[config.mk]
export PLATFORM = sky130hd
export DESIGN_NAME = tree_node_bcast
export DESIGN_NICKNAME = d
export VERILOG_FILES = /design/src/rtl/tree_node_bcast.sv
export SDC_FILE = /design/constraint.sdc
export NUM_CORES = 1
export LEC_CHECK = 0
export ABC_AREA = 1
export CORE_MARGIN = 2
export CORE_UTILIZATION = 35
export CTS_BUF_LIST = sky130_fd_sc_hd__clkbuf_16
export DETAILED_ROUTE_END_ITERATION = 7
export PLACE_DENSITY = 0.72
export SETUP_SLACK_MARGIN = 0.3
export SYNTH_ARGS = -nofsm -noshare
export SYNTH_HDL_FRONTEND = slang
export SYNTH_SLANG_ARGS = --single-unit
[constraint.sdc]
create_clock -name clk -period 14.22 [get_ports clk]
set_input_delay 2.133 -clock clk [delete_from_list [all_inputs] [get_ports clk]]
set_output_delay 2.133 -clock clk [all_outputs]
set_load 0.005 [all_outputs]
[src/rtl/tree_node_bcast.sv]
// Hierarchy node: broadcasts one upstream request to NUM_CHILD children,
// folds their responses into one result (OR / XOR / SUM) and returns it
// upstream. Per-child enable masks unpopulated children and a collection
// timeout aborts the transaction when a subtree stops answering.
module tree_node_bcast #(
  parameter int NUM_CHILD   = 10,
  parameter int DATA_W      = 16,
  parameter int REDUCE_MODE = 0,    // 0=OR, 1=XOR, 2=SUM modulo 2^DATA_W
  parameter int TIMEOUT     = 255   // 0 disables the timeout
) (
  input  logic                          clk,
  input  logic                          rst,
  input  logic [NUM_CHILD-1:0]          child_en,
  input  logic                          up_req_valid,
  output logic                          up_req_ready,
  input  logic [DATA_W-1:0]             up_req_data,
  output logic [NUM_CHILD-1:0]          dn_req_valid,
  input  logic [NUM_CHILD-1:0]          dn_req_ready,
  output logic [DATA_W-1:0]             dn_req_data,
  input  logic [NUM_CHILD-1:0]          dn_rsp_valid,
  output logic [NUM_CHILD-1:0]          dn_rsp_ready,
  input  logic [NUM_CHILD*DATA_W-1:0]   dn_rsp_data,
  output logic                          up_rsp_valid,
  input  logic                          up_rsp_ready,
  output logic [DATA_W-1:0]             up_rsp_data,
  output logic                          up_rsp_err,
  output logic [NUM_CHILD-1:0]          up_rsp_miss,
  output logic [7:0]                    stale_cnt
);

  // Wide enough to hold TIMEOUT-1; a single bit when the timeout is disabled.
  localparam int TMO_W = (TIMEOUT > 1) ? $clog2(TIMEOUT + 1) : 1;

  typedef enum logic [1:0] {
    ST_IDLE,
    ST_BCAST,
    ST_COLLECT,
    ST_RESP
  } state_e;

  // Registered state.
  state_e                 state_q,    state_d;
  logic [DATA_W-1:0]      data_q,     data_d;
  logic [NUM_CHILD-1:0]   pend_req_q, pend_req_d;
  logic [NUM_CHILD-1:0]   pend_rsp_q, pend_rsp_d;
  logic [DATA_W-1:0]      acc_q,      acc_d;
  logic [TMO_W-1:0]       tmo_q,      tmo_d;
  logic [DATA_W-1:0]      rsp_data_q, rsp_data_d;
  logic                   err_q,      err_d;
  logic [NUM_CHILD-1:0]   miss_q,     miss_d;
  logic [7:0]             stale_q,    stale_d;

  // Per-cycle results of the handshake/fold stage.
  logic                   active;
  logic [NUM_CHILD-1:0]   rsp_ready;
  logic [NUM_CHILD-1:0]   req_left;
  logic [NUM_CHILD-1:0]   rsp_left;
  logic [DATA_W-1:0]      acc_fold;
  logic [31:0]            n_stale;
  logic                   done;
  logic                   tmo_hit;

  // Combine two payloads with the configured reduction; 0 is the identity.
  function automatic logic [DATA_W-1:0] fold(input logic [DATA_W-1:0] a,
                                             input logic [DATA_W-1:0] b);
    case (REDUCE_MODE)
      1:       fold = a ^ b;
      2:       fold = a + b;
      default: fold = a | b;
    endcase
  endfunction

  // Responses are always accepted outside reset so a misbehaving child can never
  // stall the node; unwanted ones are simply counted and dropped.
  assign rsp_ready = {NUM_CHILD{~rst}};
  assign active    = (state_q == ST_BCAST) || (state_q == ST_COLLECT);

  // Clear request bits on handshake and fold every wanted response of this cycle.
  always_comb begin
    // NOTE: every variable gets a default before any branch so no latch is inferred.
    req_left = pend_req_q;
    rsp_left = pend_rsp_q;
    acc_fold = acc_q;
    n_stale  = '0;
    if (state_q == ST_BCAST) begin
      req_left = pend_req_q & ~dn_req_ready;
    end
    for (int i = 0; i < NUM_CHILD; i++) begin
      if (dn_rsp_valid[i] && rsp_ready[i]) begin
        // A response counts only once its request has been handed over.
        if (active && pend_rsp_q[i] && !pend_req_q[i]) begin
          acc_fold    = fold(acc_fold, dn_rsp_data[i*DATA_W +: DATA_W]);
          rsp_left[i] = 1'b0;
        end else begin
          n_stale = n_stale + 32'd1;
        end
      end
    end
  end

  // Completion looks at the registered request mask (so the broadcast phase has
  // really finished) and at the response mask after this cycle's responses.
  assign done    = (pend_req_q == '0) && (rsp_left == '0);
  assign tmo_hit = (TIMEOUT > 0) && (tmo_q == TMO_W'(TIMEOUT - 1));

  // Saturating count of discarded responses.
  always_comb begin
    stale_d = stale_q;
    if (n_stale > 32'(8'd255 - stale_q)) begin
      stale_d = 8'd255;
    end else begin
      stale_d = stale_q + n_stale[7:0];
    end
  end

  // Next-state and datapath updates of the transaction FSM.
  always_comb begin
    state_d    = state_q;
    data_d     = data_q;
    pend_req_d = pend_req_q;
    pend_rsp_d = pend_rsp_q;
    acc_d      = acc_q;
    tmo_d      = tmo_q;
    rsp_data_d = rsp_data_q;
    err_d      = err_q;
    miss_d     = miss_q;

    case (state_q)
      ST_IDLE: begin
        if (up_req_valid) begin
          data_d     = up_req_data;
          pend_req_d = child_en;
          pend_rsp_d = child_en;
          acc_d      = '0;
          tmo_d      = '0;
          if (child_en == '0) begin
            // Nothing populated below: answer with the identity value at once.
            state_d    = ST_RESP;
            rsp_data_d = '0;
            err_d      = 1'b0;
            miss_d     = '0;
          end else begin
            state_d = ST_BCAST;
          end
        end
      end

      ST_BCAST, ST_COLLECT: begin
        pend_req_d = req_left;
        pend_rsp_d = rsp_left;
        acc_d      = acc_fold;
        tmo_d      = tmo_q + 1'b1;
        if (done) begin
          // Completion wins over a timeout landing in the same cycle.
          state_d    = ST_RESP;
          rsp_data_d = acc_fold;
          err_d      = 1'b0;
          miss_d     = '0;
        end else if (tmo_hit) begin
          // Abort: withdraw outstanding requests and report who never finished.
          state_d    = ST_RESP;
          rsp_data_d = acc_fold;
          err_d      = 1'b1;
          miss_d     = req_left | rsp_left;
          pend_req_d = '0;
          pend_rsp_d = '0;
        end else if ((state_q == ST_BCAST) && (pend_req_q == '0)) begin
          state_d = ST_COLLECT;
        end
      end

      ST_RESP: begin
        if (up_rsp_ready) begin
          state_d = ST_IDLE;
        end
      end

      default: begin
        state_d = ST_IDLE;
      end
    endcase
  end

  // Transaction state registers; reset drops any in-flight work.
  always_ff @(posedge clk or posedge rst) begin
    if (rst) begin
      state_q    <= ST_IDLE;
      data_q     <= '0;
      pend_req_q <= '0;
      pend_rsp_q <= '0;
      acc_q      <= '0;
      tmo_q      <= '0;
      rsp_data_q <= '0;
      err_q      <= 1'b0;
      miss_q     <= '0;
    end else begin
      // NOTE: non-blocking assignments so every flop samples pre-edge values.
      state_q    <= state_d;
      data_q     <= data_d;
      pend_req_q <= pend_req_d;
      pend_rsp_q <= pend_rsp_d;
      acc_q      <= acc_d;
      tmo_q      <= tmo_d;
      rsp_data_q <= rsp_data_d;
      err_q      <= err_d;
      miss_q     <= miss_d;
    end
  end

  // Stale-response counter register.
  always_ff @(posedge clk or posedge rst) begin
    if (rst) begin
      stale_q <= '0;
    end else begin
      stale_q <= stale_d;
    end
  end

  // Outputs come straight from registers (plus reset for the response ready).
  assign up_req_ready = (state_q == ST_IDLE);
  assign dn_req_valid = (state_q == ST_BCAST) ? pend_req_q : '0;
  assign dn_req_data  = data_q;
  assign dn_rsp_ready = rsp_ready;
  assign up_rsp_valid = (state_q == ST_RESP);
  assign up_rsp_data  = (state_q == ST_RESP) ? rsp_data_q : '0;
  assign up_rsp_err   = (state_q == ST_RESP) ? err_q : 1'b0;
  assign up_rsp_miss  = (state_q == ST_RESP) ? miss_q : '0;
  assign stale_cnt    = stale_q;

endmodule
# Yosys cells after proc, flatten, opt, wreduce, memory -nomap -nowiden
# Cells that the tools add are included.
# totals
input_bits	210
out_inout_bits	73
regBits	97
word_cells	198
# classes
n_eq_ne	9
n_reduce_logical	53
mux	99
n_bitwise	14
n_addsub	12
n_lt_le_gt_ge	1
# ops
cell	n
$mux W32	18
$mux W16	26
$add A32 B1 Y32 const B	9
$or A16 B16 Y16	10
$mux W10	12
$pmux W16 S2	2
$pmux W10 S2	3
$gt A32 B32 Y1	1
$logic_and A1 B1 Y1	32
$logic_not A10 Y1	3
$mux W1	27
$mux W8	2
$pmux W8 S2	1
$mux W2	6
$and A10 B10 Y10	1
$logic_not A1 Y1	10
$not A10 Y10	1
$or A10 B10 Y10	1
$sub A8 B8 Y9 const A	1
$add A8 B1 Y8 const B	1
$add A8 B8 Y8	1
$eq A8 B8 Y1 const B	1
$pmux W2 S3	1
$eq A2 B2 Y1 const B	2
other kinds (14)	16

# Depth between registers and ports, before layout
# logic_depth
ltp_word	36
mapped_depth	50
mapped_depth_nobuf	50

# Least setup slack after synthesis
# Ideal clock, no wire load.
# synth_path
path_type	input -> register
startpoint	input port rst
endpoint	register stale_q[5] (netlist: stale_cnt[5])
t_required_ns	14.045
cell_stages	36
setup_time_ns	0.175
n_path_buf	1
arrival_time_ns	8.720
path_slack_ns	5.325
cell_sequence	inv_2 -> buf_4 -> nand2_1 -> inv_1 -> nand2_2 -> inv_2 -> nand3_1 -> nand2_1 -> inv_1 -> ha_1 -> nand2_1 -> nand2_1 -> ha_1 -> or2_2 -> and2_1 -> ha_1 -> nand2_1 -> nand2_1 -> ha_1 -> or2_2 -> nand2_1 -> inv_2 -> ha_1 -> inv_1 -> o21ai_1 -> ha_1 -> or2_2 -> nand2_1 -> inv_1 -> ha_1 -> nand2_1 -> o21ai_0 -> ha_1 -> inv_1 -> o41ai_1 -> o21ai_0
# synth_via
elab_chain_len	32
elab_cells_between_ends	42
cone_classes	add/sub (10); order compare (1); mux (20); bitwise (1); reduce/logical (10)
# synth_rtl
item	line	text
start, declared	12	input logic rst,
$not A1 Y1 (*)	75	assign rsp_ready = {NUM_CHILD{~rst}};
via dn_rsp_ready[0]	21	output logic [NUM_CHILD-1:0] dn_rsp_ready,
$logic_and A1 B1 Y1	89	if (dn_rsp_valid[i] && rsp_ready[i]) begin
$mux W1	89	
$add A32 B1 Y32	95	n_stale = n_stale + 32'd1;
$mux W32	91	if (active && pend_rsp_q[i] && !pend_req_q[i]) begin
$mux W32	89	
$add A32 B1 Y32	95	
(+18 left out)	-	
$mux W32	91	
$mux W32	89	
$add A32 B1 Y32	95	
$mux W32	91	
$mux W32 (*)	89	
$gt A32 B32 Y1 / $add A8 B8 Y8 (equally long branches)	109, 112	
$mux W8 (*)	109	if (n_stale > 32'(8'd255 - stale_q)) begin
via stale_d[5]	51	logic [7:0] stale_q, stale_d;
end signal, assigned	215	stale_q <= stale_d;
end, declared	51	
# Mark *: on every way through the listed nets, which the timed path passes. The rest lies on a longest branch.
# A chain may end at the register's enable or synchronous reset.

# Worst setup path after layout
# layout_path
startpoint	input port rst
endpoint	register stale_q[7] (netlist: stale_cnt[7])
# layout_via
elab_chain_len	32
elab_cells_between_ends	42
cone_classes	add/sub (10); order compare (1); mux (20); bitwise (1); reduce/logical (10)
# layout_rtl
item	line
$not A1 Y1 (*)	75
$logic_and A1 B1 Y1	89
$mux W1	89
$add A32 B1 Y32	95
$mux W32	91
$mux W32	89
$add A32 B1 Y32	95
$mux W32	91
(+17 left out)	-
$mux W32	91
$mux W32	89
$add A32 B1 Y32	95
$mux W32	91
$mux W32 (*)	89
$gt A32 B32 Y1 / $add A8 B8 Y8 (equally long branches)	109, 112
$mux W8 (*)	109
via stale_d[7]	51
# Marks and branches as above.

==> impl_metrics.ini <==
[floorplanning]
die_h_um = 146
ioPinCount = 283
die-area_mm2 = 0.0214
initial_core_util_pct = 35.3
die_w_um = 146
fp.coreArea_mm2 = 0.0200
rows = 52

[global_route]
overflow = 0
grt_pass1_vias = 7326
grt_use_total_pct = 25.0
grt_pass1_wl_um = 41800
grt_max_degree = 65
antenna_found_initial = 0

[synth]
synth.avg_cell_area_um2 = 7.60
synth.area.top_cells = dfrtp_1, nand2_1, inv_1
synth_edf_count = 0
yosys_warnings = 0
synth.distinct_cells = 52
ys_ff_latch = 97
synthDominantCellAreaShare_pct = 34.3
yosysTopAreaCell = dfrtp_1
syn_inst = 932
async_reset_ff_share_pct = 100
synthFlopType = dfrtp_1
synth_seq_area_share_pct = 34.3
netlist_area_mm2 = 0.00708

[setup_path]
crit_path_end_kind = flip-flop
crit_required_ps = 14500
critPathTopFamily = simple AND/OR/NAND/NOR gates
cpMaxStageDelayCell = inv_4
crit_type = input port to flip-flop
path_max_fanout = 63
worstPathArrival_ps = 9880
cpPeakStageDelay_ps = 570
r2r_start = state_q[1]
start_kind = input port
path_buf_inv = 6
cp-startpoint = rst
cpMostUsedCell = nand2_1

[detailed_routing]
drcViolationCount = 0
ant_nets = 0
routedWlPerCell_um = 18.6
drt_iter0_drc = 631
dr_total_vias = 7550
wl_um = 27100
firstDrtPassIters = 5
routed_via_density = 5.17

[sta]
hold_viol = 0
fin_worst_skew_ps = 10.2
relSlewSlack_pct = 21.9
period_needed_ps = 9600
rsz0062_at_grt = false
tightest_slew_ps = 1160
setup-tns-final_ps = 0
setup_viol = 0
maxSlewViolCount = 0
post-route-period-util_pct = 67.5
fmax_mhz = 104

[place]
io_buffers = 282
gp_congestion = 0.989
place_hpwl_um = 21200

[layout]
diodes = 0
drive_above_1_share_pct = 9.16
fin_util_pct = 51.6
layout_commonest_cell = clkdlybuf4s50_1
layout_common_cells = clkdlybuf4s50_1, nand2_1, inv_1
nets = 1420
area_growth_syn_to_layout_pct = 46.0

[run]
maxCapViolCount = 0

[pwr]
comb_power_share_pct = 61.8
p_sw_share_pct = 47.0
intPower_w = 0.000971
p_sw_w = 0.000860
peakVddDrop_v = 0.000119
p_per_area_mw_per_mm2 = 177
static-leakage-power_nw = 4.70
clkPwrFrac_pct = 13.2
p_seq_share_pct = 25.0

[clock_network]
postCtsSetupBuffers = 0
cts.sinks = 97
cts_buffer_depth = 2
clk_latency_ps = 350
htreeDepth = 3
cts-resized-gates = 0
ctsHoldBuffers = 0
cts_made_buffers = 9
cts_tree = built
cts_root_buffer = clkbuf_16
clk_pin_slew_ps = 70

[min_path]
hp-start = acc_q[15]
min_path_type = flip-flop to flip-flop

[run_status]
status = complete, no violations
cell usage after synthesis (20+ instances only):
cell type  number
a21oi_1        36
a221oi_1       26
a22oi_1        20
a32o_1         32
clkbuf_1       30
dfrtp_1        97
ha_1           24
inv_1         117
nand2_1       206
nand2_2        26
nand3_1        52
nor2_1         55
o21ai_0        38
stage by stage:
step	std cells	hold WS [ps]	area [um^2]	worst slack [ps]	power, W
final	1460	488	10300	4620	0.00183
after global routing	1460	520	10300	3770	0.00200
after CTS	1459	491	10300	4130	0.00183
after detailed placement	1443	475	10100	3790	0.00158
after global placement	1443	471	10100	3990	0.00157
after floorplan	933	442	7090	5320	0.00120
final cells by class:
type                    instances  area [um^2]
multi-input cells             660         3930
clock inverters                 7         61.3
clock buffers                   9          225
flip-flops and latches         97         2430
repair buffers                289         2870
fillers                      2015         9700
well taps                     270          338
inverters                     128          484
sequential cells by signal, summed over array words and instances, names as in the netlist:
name	cells
acc_q	16
state_q	2
rsp_data_q	16
dn_req_data	16
pend_req_q	10
miss_q	10
err_q	1
tmo_q	8
pend_rsp_q	10
stale_cnt	8
worst register-to-register path: cells and delay by family, from the launching register on:
family / cells / cell delay (ps)
flip-flops: 1 / 390
buffers and inverters: 5 / 270
adder cells (fa/ha/maj): 10 / 2920
AND/OR/NAND/NOR: 29 / 3570
AO/OA/AOI/OAI: 3 / 400
routing by layer:
layer | GRT usage, % | vias to the layer above | share of wire (%)
met1 | 36.5 | 3578 | 46
met4 | 6.26 | 0 | 1.9
met2 | 37.0 | 264 | 44
met3 | 6.59 | 31 | 8.1
li1 | - | 3677 | -
met5 | 0 | - | 0
kinds of logic (layout without fill, tap and decap cells):
kind of cell	Yosys count	count (layout)	synth area share (%)
buffers and inverters	176	433	10.2
flip-flops	97	97	34.3
adder cells (fa/ha/maj)	25	25	4.52
other	1	2	0.0529
XOR/XNOR	5	5	0.618
AO/OA/AOI/OAI	205	205	20.3
AND/OR/NAND/NOR	407	407	27.5
multiplexers	16	16	2.54
power groups by stage:
stage | clock network, W | logic (W) | registers [W]
floorplan | 0 | 0.000758 | 0.000447
CTS | 0.000246 | 0.00113 | 0.000458
global route | 0.000259 | 0.00127 | 0.000471
detailed placement | 0 | 0.00112 | 0.000461
global placement | 0 | 0.00111 | 0.000459
finish | 0.000241 | 0.00113 | 0.000458
final timing paths:
| path | to | slack [ps] | cells past startpoint |
|---|---|---|---|
| hold / removal | acc_q[15] | 490 | 2 |
| setup / recovery | stale_cnt[7] | 4620 | 46 |
| max in group asynchronous | pend_req_q[2] | 10670 | 3 |
| setup reg to reg | stale_cnt[7] | 6630 | 47 |
| min in group asynchronous | pend_rsp_q[5] | 2310 | 2 |
| hold reg to reg | acc_q[15] | 490 | 2 |
Note: power is estimated with default switching activity, not from simulation.
